### config.mk
export PLATFORM = sky130hd
export DESIGN_NAME = serial_mult_scheduler
export DESIGN_NICKNAME = d
export VERILOG_FILES = /design/src/rtl/serial_mult_pkg.sv /design/src/rtl/rr_arbiter2.sv /design/src/rtl/serial_mult_scheduler.sv
export SDC_FILE = /design/constraint.sdc
export NUM_CORES = 1
export LEC_CHECK = 0
export ABC_AREA = 0
export BUFFER_PORTS_ARGS = -buffer_cell sky130_fd_sc_hd__buf_2
export CAP_MARGIN = 20
export CORE_AREA = 2 2 55 57
export DETAILED_ROUTE_END_ITERATION = 16
export DIE_AREA = 0 0 57 59
export PLACE_DENSITY = 0.76
export SETUP_SLACK_MARGIN = 0.02
export SLEW_MARGIN = 10
export SYNTH_ARGS = -nofsm -noshare
export SYNTH_HDL_FRONTEND = slang
export SYNTH_SLANG_ARGS = --single-unit
### constraint.sdc
create_clock -name clk -period 1.96 [get_ports clk]
set_input_delay 0.196 -clock clk [delete_from_list [all_inputs] [get_ports clk]]
set_output_delay 0.196 -clock clk [all_outputs]
set_load 0.005 [all_outputs]
### src/rtl/serial_mult_pkg.sv
// rtl/serial_mult_pkg.sv - shared types and sizing for the serial multiplier scheduler
package serial_mult_pkg;

    typedef enum logic [1:0] {
        S_IDLE  = 2'd0,
        S_LOAD  = 2'd1,
        S_SHIFT = 2'd2,
        S_CAPT  = 2'd3
    } state_t;

    localparam int DEF_WIDTH = 4;
    localparam int CNT_W     = $clog2(DEF_WIDTH);

    // Counter width for an arbitrary operand width; never narrower than one bit.
    function automatic int cnt_width(input int w);
        return (w > 2) ? $clog2(w) : 1;
    endfunction

endpackage

### src/rtl/rr_arbiter2.sv
// rtl/rr_arbiter2.sv - two-requester round-robin winner select with registered last-served pointer
module rr_arbiter2 (
    input  logic clk,
    input  logic rst_n,
    input  logic req0,
    input  logic req1,
    input  logic accept,
    output logic win,
    output logic valid
);

    logic last;

    assign valid = req0 | req1;
    // Client 1 wins when alone, or on a tie when client 0 was served last.
    assign win   = req1 & (~req0 | ~last);

    always_ff @(posedge clk or negedge rst_n) begin
        if (!rst_n) begin
            last <= 1'b1;
        end else if (accept) begin
            last <= win;
        end
    end

endmodule

### src/rtl/serial_mult_scheduler.sv
// rtl/serial_mult_scheduler.sv - sequencer and arbiter for the shared shift-add multiplier
module serial_mult_scheduler
    import serial_mult_pkg::*;
#(
    parameter int WIDTH = DEF_WIDTH
) (
    input  logic               clk,
    input  logic               rst_n,
    input  logic               req0,
    input  logic               req1,
    input  logic [WIDTH-1:0]   a0,
    input  logic [WIDTH-1:0]   b0,
    input  logic [WIDTH-1:0]   a1,
    input  logic [WIDTH-1:0]   b1,
    output logic               gnt0,
    output logic               gnt1,
    output logic               done0,
    output logic               done1,
    output logic [2*WIDTH-1:0] result,
    output logic               busy,
    output logic [WIDTH-1:0]   mul_a,
    output logic [WIDTH-1:0]   mul_b,
    output logic               mul_load,
    output logic               mul_ctrl,
    input  logic [2*WIDTH-1:0] mul_pq
);

    localparam int CW = cnt_width(WIDTH);

    state_t          state;
    logic [CW-1:0]   cnt;
    logic            winner;
    logic            win;
    logic            win_valid;
    logic            accept;

    assign accept = (state == S_IDLE) && win_valid;
    assign busy   = (state != S_IDLE);

    rr_arbiter2 u_arb (
        .clk    (clk),
        .rst_n  (rst_n),
        .req0   (req0),
        .req1   (req1),
        .accept (accept),
        .win    (win),
        .valid  (win_valid)
    );

    always_ff @(posedge clk or negedge rst_n) begin
        if (!rst_n) begin
            state    <= S_IDLE;
            cnt      <= '0;
            winner   <= 1'b0;
            gnt0     <= 1'b0;
            gnt1     <= 1'b0;
            done0    <= 1'b0;
            done1    <= 1'b0;
            result   <= '0;
            mul_a    <= '0;
            mul_b    <= '0;
            mul_load <= 1'b0;
            mul_ctrl <= 1'b0;
        end else begin
            gnt0  <= 1'b0;
            gnt1  <= 1'b0;
            done0 <= 1'b0;
            done1 <= 1'b0;
            case (state)
                S_IDLE: begin
                    if (accept) begin
                        mul_a    <= win ? a1 : a0;
                        mul_b    <= win ? b1 : b0;
                        gnt0     <= ~win;
                        gnt1     <= win;
                        winner   <= win;
                        mul_load <= 1'b1;
                        state    <= S_LOAD;
                    end
                end
                S_LOAD: begin
                    mul_load <= 1'b0;
                    mul_ctrl <= 1'b1;
                    cnt      <= CW'(WIDTH - 1);
                    state    <= S_SHIFT;
                end
                S_SHIFT: begin
                    // Last shift edge: the multiplier has seen WIDTH shift cycles.
                    if (cnt == '0) begin
                        mul_ctrl <= 1'b0;
                        state    <= S_CAPT;
                    end else begin
                        cnt <= cnt - 1'b1;
                    end
                end
                S_CAPT: begin
                    result <= mul_pq;
                    done0  <= ~winner;
                    done1  <= winner;
                    state  <= S_IDLE;
                end
                default: state <= S_IDLE;
            endcase
        end
    end

endmodule

==> results of run 1 <==
[power by group]
group	leakage, nW	internal [mW]	total, mW	switching, mW
clock network	0.0279	0.207	0.383	0.176
logic	0.451	0.528	1.06	0.527
registers	0.326	0.852	1.01	0.158
total	0.805	1.59	2.45	0.862
[per-layer routing]
metal / vias up / GRT usage, % / share of wire, %
li1: 480 / - / -
met1: 463 / 19.63 / 40
met2: 38 / 30.87 / 52
met3: 7 / 3.712 / 6.1
met4: 0 / 7.641 / 1.9
met5: - / 0 / 0
[what timing repair did]
item | CTS | global route
buffers inserted | 0 | 0
endpoints found under the hold margin | 27 | 0
hold buffers | 1 | 0
gates resized for setup | 0 | 0
[path summary, 6_finish.rpt]
path	depth (start not counted)	end	slack (ns)
min reg2reg	1	done0$_DFF_PN0_	0.48
min	3	mul_a[2]$_DFFE_PN0P_	0.06
max	5	state[1]$_DFFE_PN0P_	0.34
min in group asynchronous	2	result[3]$_DFFE_PN0N_	0.37
max in group asynchronous	2	result[0]$_DFFE_PN0N_	1.16
max reg2reg	5	state[1]$_DFFE_PN0P_	0.34
[cells in the mapped netlist (all sizes together)]
library cell	number
and2	1
mux2	10
o21ai	1
o22ai	2
nor3	3
xor2	1
o21a	1
o22a	1
dfrtp	27
nor2	10
nand2	9
a31oi	1
ha	6
a21bo	1
a21oi	21
buf	5
a22o	1
a21boi	1
and2b	1
nor2b	1
and3	1
dfstp	1
inv	6
[kinds of logic after synthesis]
family                   synth area share [%]
AO/OA/AOI/OAI                           14.69
flip-flops                              56.04
AND/OR/NAND/NOR                         9.092
buffers and inverters                   4.495
multiplexers                            8.991
adder cells (fa/ha/maj)                 5.994
XOR/XNOR                               0.6994
[state kept, by name (all words and copies together), names as in the netlist]
| register | cells |
|---|---|
| mul_a | 4 |
| result | 8 |
| gnt0 | 1 |
| gnt1 | 1 |
| state | 2 |
| mul_ctrl | 1 |
| mul_b | 4 |
| done1 | 1 |
| done0 | 1 |
| u_arb.last | 1 |
| cnt | 2 |
| mul_load | 1 |
| winner | 1 |
[critical path, cell delays in order (launching register included)]
cell     delay, ns
dfrtp_1       0.44
inv_1         0.11
ha_1          0.28
and2b_1       0.20
a21oi_2       0.15
mux2_2        0.35
[metrics by stage]
step           hold slack [ns]  cell area, um^2
3_5_place_dp            0.2523             1508
3_3_place_gp            0.2375             1508
4_1_cts                0.06156             1570
5_1_grt                0.04880             1570
2_1_floorplan         -0.09959             1252
6_report               0.05869             1570
[placed cells by master, fill, tap and decap left out]
cell | synthesis | layout
a21bo_2 | 1 | 1
a21boi_2 | 1 | 1
a21oi_1 | 20 | 20
a21oi_2 | 1 | 1
a22o_2 | 1 | 1
a31oi_1 | 1 | 1
and2_1 | 1 | 1
and2b_1 | 1 | 1
and3_2 | 1 | 1
buf_2 | 3 | 50
bufinv_16 | 0 | 1
clkbuf_4 | 0 | 3
dfrtp_1 | 27 | 27
dfstp_2 | 1 | 1
dlygate4sd3_1 | 0 | 1
ha_1 | 6 | 6
inv_1 | 6 | 6
mux2_2 | 10 | 10
nand2_1 | 9 | 9
nor2_1 | 10 | 10
nor2b_1 | 1 | 1
nor3_1 | 3 | 3
o21a_1 | 1 | 1
o21ai_2 | 1 | 1
o22a_1 | 1 | 1
o22ai_1 | 2 | 2
xor2_1 | 1 | 1
[final cells by class]
class                           count  area, um^2
Fill cell                         250        1140
Tap cell                           31       38.79
Timing Repair Buffer               51       260.3
Clock inverter                      1       30.03
Inverter                            6       22.52
Clock buffer                        3       22.52
Multi-Input combinational cell     73       494.2
Sequential cell                    28       701.9
==> flow_summary.ini, run 1 <==
[global_route]
first_global_vias = 967
grt_pass1_wl_mm = 4.416
overflow = 0
grt_max_degree = 29
grt_use_total_pct = 17.14
antenna_found_initial = 0

[timing]
timing.fmax_mhz = 615.8
final.period_utilization_pct = 82.85
slew_headroom_pct = 58.64
final.setup.worst_slack_ns = 0.3361
hold_viol = 0
finalMaxSlewViolations = 0
finalSetupTns_ns = 0
rsz0062_at_grt = no
skew_ns = 0.01601
setup_viol = 0
worst_slew_pin_slew_ns = 0.6204
finalCriticalPeriod_ns = 1.624

[setup_path]
start_kind = flip-flop
cp_max_fo = 7
crit_start = state[0]$_DFFE_PN0P_
cp.required_ns = 2.19
endpoint_kind = flip-flop
r2r_start = state[0]$_DFFE_PN0P_
cp.arrival_ns = 1.86
path_class = reg2reg

[route]
viasPerCell = 5.119
ant_nets = 0
routed_wl_mm = 2.720
drt_iter0_markers = 34
drcViolationCount = 0
num_vias = 988
first_pass_iters = 4
wl_per_cell_um = 14.09

[synth]
synth.distinct_cells = 26
synth_cells = 112
syn_avg_cell_area_um2 = 11.18
synth-seq-cells = 28
yosysSeqAreaShare_pct = 56.04
yosys-top-cells-area = dfrtp_1, mux2_2, a21oi_1, ha_1, nor2_1
yosysTopAreaCell = dfrtp_1
syn_area_um2 = 1252
ys_warn_count = 0
syn_nets = 146
netlist.area_leader.share_pct = 53.95

[die]
die_h_um = 59
pin_count = 51
die_area_um2 = 3363
coreArea_um2 = 2710
fp.dieW_um = 57
rows = 19
start_util_pct = 46.21

[placement]
place_hpwl_mm = 2.071
gp_congestion = 0.7724
numPortBuffers = 50
place_ws_ns = 0.3491
dp.cells = 188

[power_and_ir_drop]
max-vdd-ir-drop_mv = 0.8185
p_leak_nw = 0.8049
power_density_nw_per_um2 = 1559
fin_total_pwr_mw = 2.448

[clocking]
root_buffer = clkbuf_4
cts_tree = built
insertion_delay_ns = 0.34
cts_buffer_depth = 2
clk_pin_slew_ns = 0.16
clkSinkCount = 28
cts_made_buffers = 3
htree_levels = 1

[cells_and_area]
fin_nets = 197
antenna_cells = 0
drive_above_1_share_pct = 43.83
area_growth_pct = 25.37
utilization_pct = 57.94
finalNonFillerCells = 193

[worst_hold_path]
hp-class = in2reg
hold_start = a0[2]

[run]
cap_viol_max_count = 0

[outcome]
outcome = complete, no violations
No activity file was read; power rests on OpenSTA's default activity.
==> run 2, diff against run 1 <==
- CORE_AREA: 2 2 55 57 -> 2 2 58 60
- DIE_AREA: 0 0 57 59 -> 0 0 60 62
- PLACE_DENSITY: 0.76 -> 0.72
- clock period: 1.96 -> 1.4 ns (I/O delays scaled with it)
==> run 2 against run 1 <==
Non-clock buffer count is 14 higher; largest cell class unchanged; sequential power rose by 42%; die area is 11% higher; largest power group unchanged; combinational power grew 86%; setup slack got worse by 0.33 ns; global-route usage is 2.3 points lower; clock skew decreased by 0.015 ns; critical endpoint unchanged.
==> flow_summary.ini, run 2 (same netlist as run 1, synthesis figures left out) <==
[setup_path]
cp_max_fo = 3
start_kind = flip-flop
critPathSlowestCell = dfrtp_1
endpoint_kind = flip-flop
cp_cell_sequence = inv_2 > ha_4 > and2b_1 > a21oi_2 > mux2_4
cp.required_ns = 1.63
critical_path.max_stage_delay_ns = 0.42
cp.arrival_ns = 1.62
path_class = reg2reg

[timing]
final.setup.worst_slack_ns = 0.008382
skew_ns = 0.001465
rsz0062_at_grt = yes
hold_viol = 0
final.period_utilization_pct = 99.40
finalCriticalPeriod_ns = 1.392
setup_viol = 0
worst_slew_pin_slew_ns = 0.6075
slew_headroom_pct = 59.50
finalMaxSlewViolations = 0
timing.fmax_mhz = 718.6

[die]
die_h_um = 62
fp.dieW_um = 60
die_area_um2 = 3720
coreArea_um2 = 3179
pin_count = 51
rows = 21
start_util_pct = 39.39

[global_route]
grt_max_degree = 29
grt_use_total_pct = 14.83
antenna_found_initial = 0
grt_pass1_wl_mm = 4.077
overflow = 0
first_global_vias = 976

[route]
wl_per_cell_um = 12.45
viasPerCell = 4.748
routed_wl_mm = 2.764
first_pass_iters = 4
drt_iter0_markers = 35
num_vias = 1054
ant_nets = 0
drcViolationCount = 0

[clocking]
htree_levels = 1
cts_tree = built
cts_buffer_depth = 2
insertion_delay_ns = 0.32
clk_pin_slew_ns = 0.14
root_buffer = clkbuf_4
cts_made_buffers = 3
clkSinkCount = 28

[cells_and_area]
final_common_cell = buf_2
multi_input_area_um2 = 560.5
top_regs = result (8), mul_a (4), mul_b (4)
regArea_um2 = 703.2
nFillCells = 270
drive_above_1_share_pct = 55.68
largest_register_ffs = 8
area_growth_pct = 40.36
final_cell_mix = buf_2, dfrtp_1, a21oi_1
fin_nets = 211
regMostFlops = result
fin_area_um2 = 1758
antenna_cells = 0

[placement]
gp_congestion = 0.7205
place_ws_ns = -0.03741
post_dp_cell_area_um2 = 1594
numPortBuffers = 50
place_hpwl_mm = 2.011

[power_and_ir_drop]
max-vdd-ir-drop_mv = 0.6041
power_density_nw_per_um2 = 2150
p_leak_nw = 0.8686

[outcome]
outcome = complete, no violations

[run]
cap_viol_max_count = 0

[worst_hold_path]
hp-class = in2reg
==> run 2: cell types whose count changed in the layout (fill, tap and decap cells not counted), sizes merged <==
| cell | previous run | this run |
|---|---|---|
| buf | 50 | 64 |
| bufinv | 1 | 0 |
| clkbuf | 3 | 4 |
==> run 2: cell type report <==
type	count	area share, %
Clock buffer	4	2.064
Inverter	6	1.423
Multi-Input combinational cell	73	31.89
Sequential cell	28	40.00
Tap cell	46	3.274
Timing Repair Buffer	65	21.35
==> run 2: power by group <==
group / leakage [nW] / total [mW] / internal, mW / switching [mW]
Sequential: 0.325 / 1.43 / 1.20 / 0.231
Clock: 0.0210 / 0.386 / 0.159 / 0.227
Combinational: 0.522 / 1.97 / 1.09 / 0.876
Total: 0.869 / 3.78 / 2.44 / 1.33
==> run 2: final timing paths <==
kind,from,endpoint,slack [ns],cells past startpoint
worst max register to register,state[0]$_DFFE_PN0P_,state[1]$_DFFE_PN0P_,0.008,5
worst min register to register,winner$_DFFE_PN0P_,done0$_DFF_PN0_,0.48,1
min in group asynchronous,rst_n,mul_b[2]$_DFFE_PN0P_,0.34,2
worst min-delay path,b0[3],mul_b[3]$_DFFE_PN0P_,0.03,3
max in group asynchronous,rst_n,state[1]$_DFFE_PN0P_,0.63,2
worst max-delay path,state[0]$_DFFE_PN0P_,state[1]$_DFFE_PN0P_,0.008,5
==> run 2: routing by layer <==
metal | wire length [um] | track usage (%) | vias to the layer above
met5 | 0 | 0 | -
met2 | 1476 | 29.04 | 30
met3 | 118 | 1.863 | 4
met1 | 1129 | 15.79 | 513
met4 | 39 | 6.667 | 0
li1 | - | - | 507
==> run 2: repair_timing <==
action / CTS / global route
pin swaps: 2 / 2
resized for setup: 9 / 7
setup buffers: 2 / 5
setup endpoints to repair: 18 / 10
endpoints found under the hold margin: 27 / 0
hold buffers: 1 / 0
==> run 2: critical path, delay by kind of cell (launching register included) <==
kind                       cells  cell delay [ns]
adders and majority gates      1             0.17
buffers and inverters          1             0.10
AOI/OAI and AO/OA              1             0.14
and+or+nand+nor                1             0.16
muxes                          1             0.31
DFF                            1             0.42
==> run 2: per-stage QoR <==
stage / instances / utilization [%] / power (mW) / hold WS [ns] / setup TNS, ns
6_report: 222 / 55.29 / 3.779 / 0.03050 / 0
5_1_grt: 222 / 55.29 / 4.089 / 0.02520 / -0.0006326
4_1_cts: 217 / 53.09 / 3.627 / 0.01415 / -0.006203
3_5_place_dp: 210 / 50.14 / 3.065 / 0.1873 / -0.1405
3_3_place_gp: 210 / 50.14 / 2.968 / 0.1791 / 0
2_1_floorplan: 112 / - / 2.408 / -0.1556 / 0
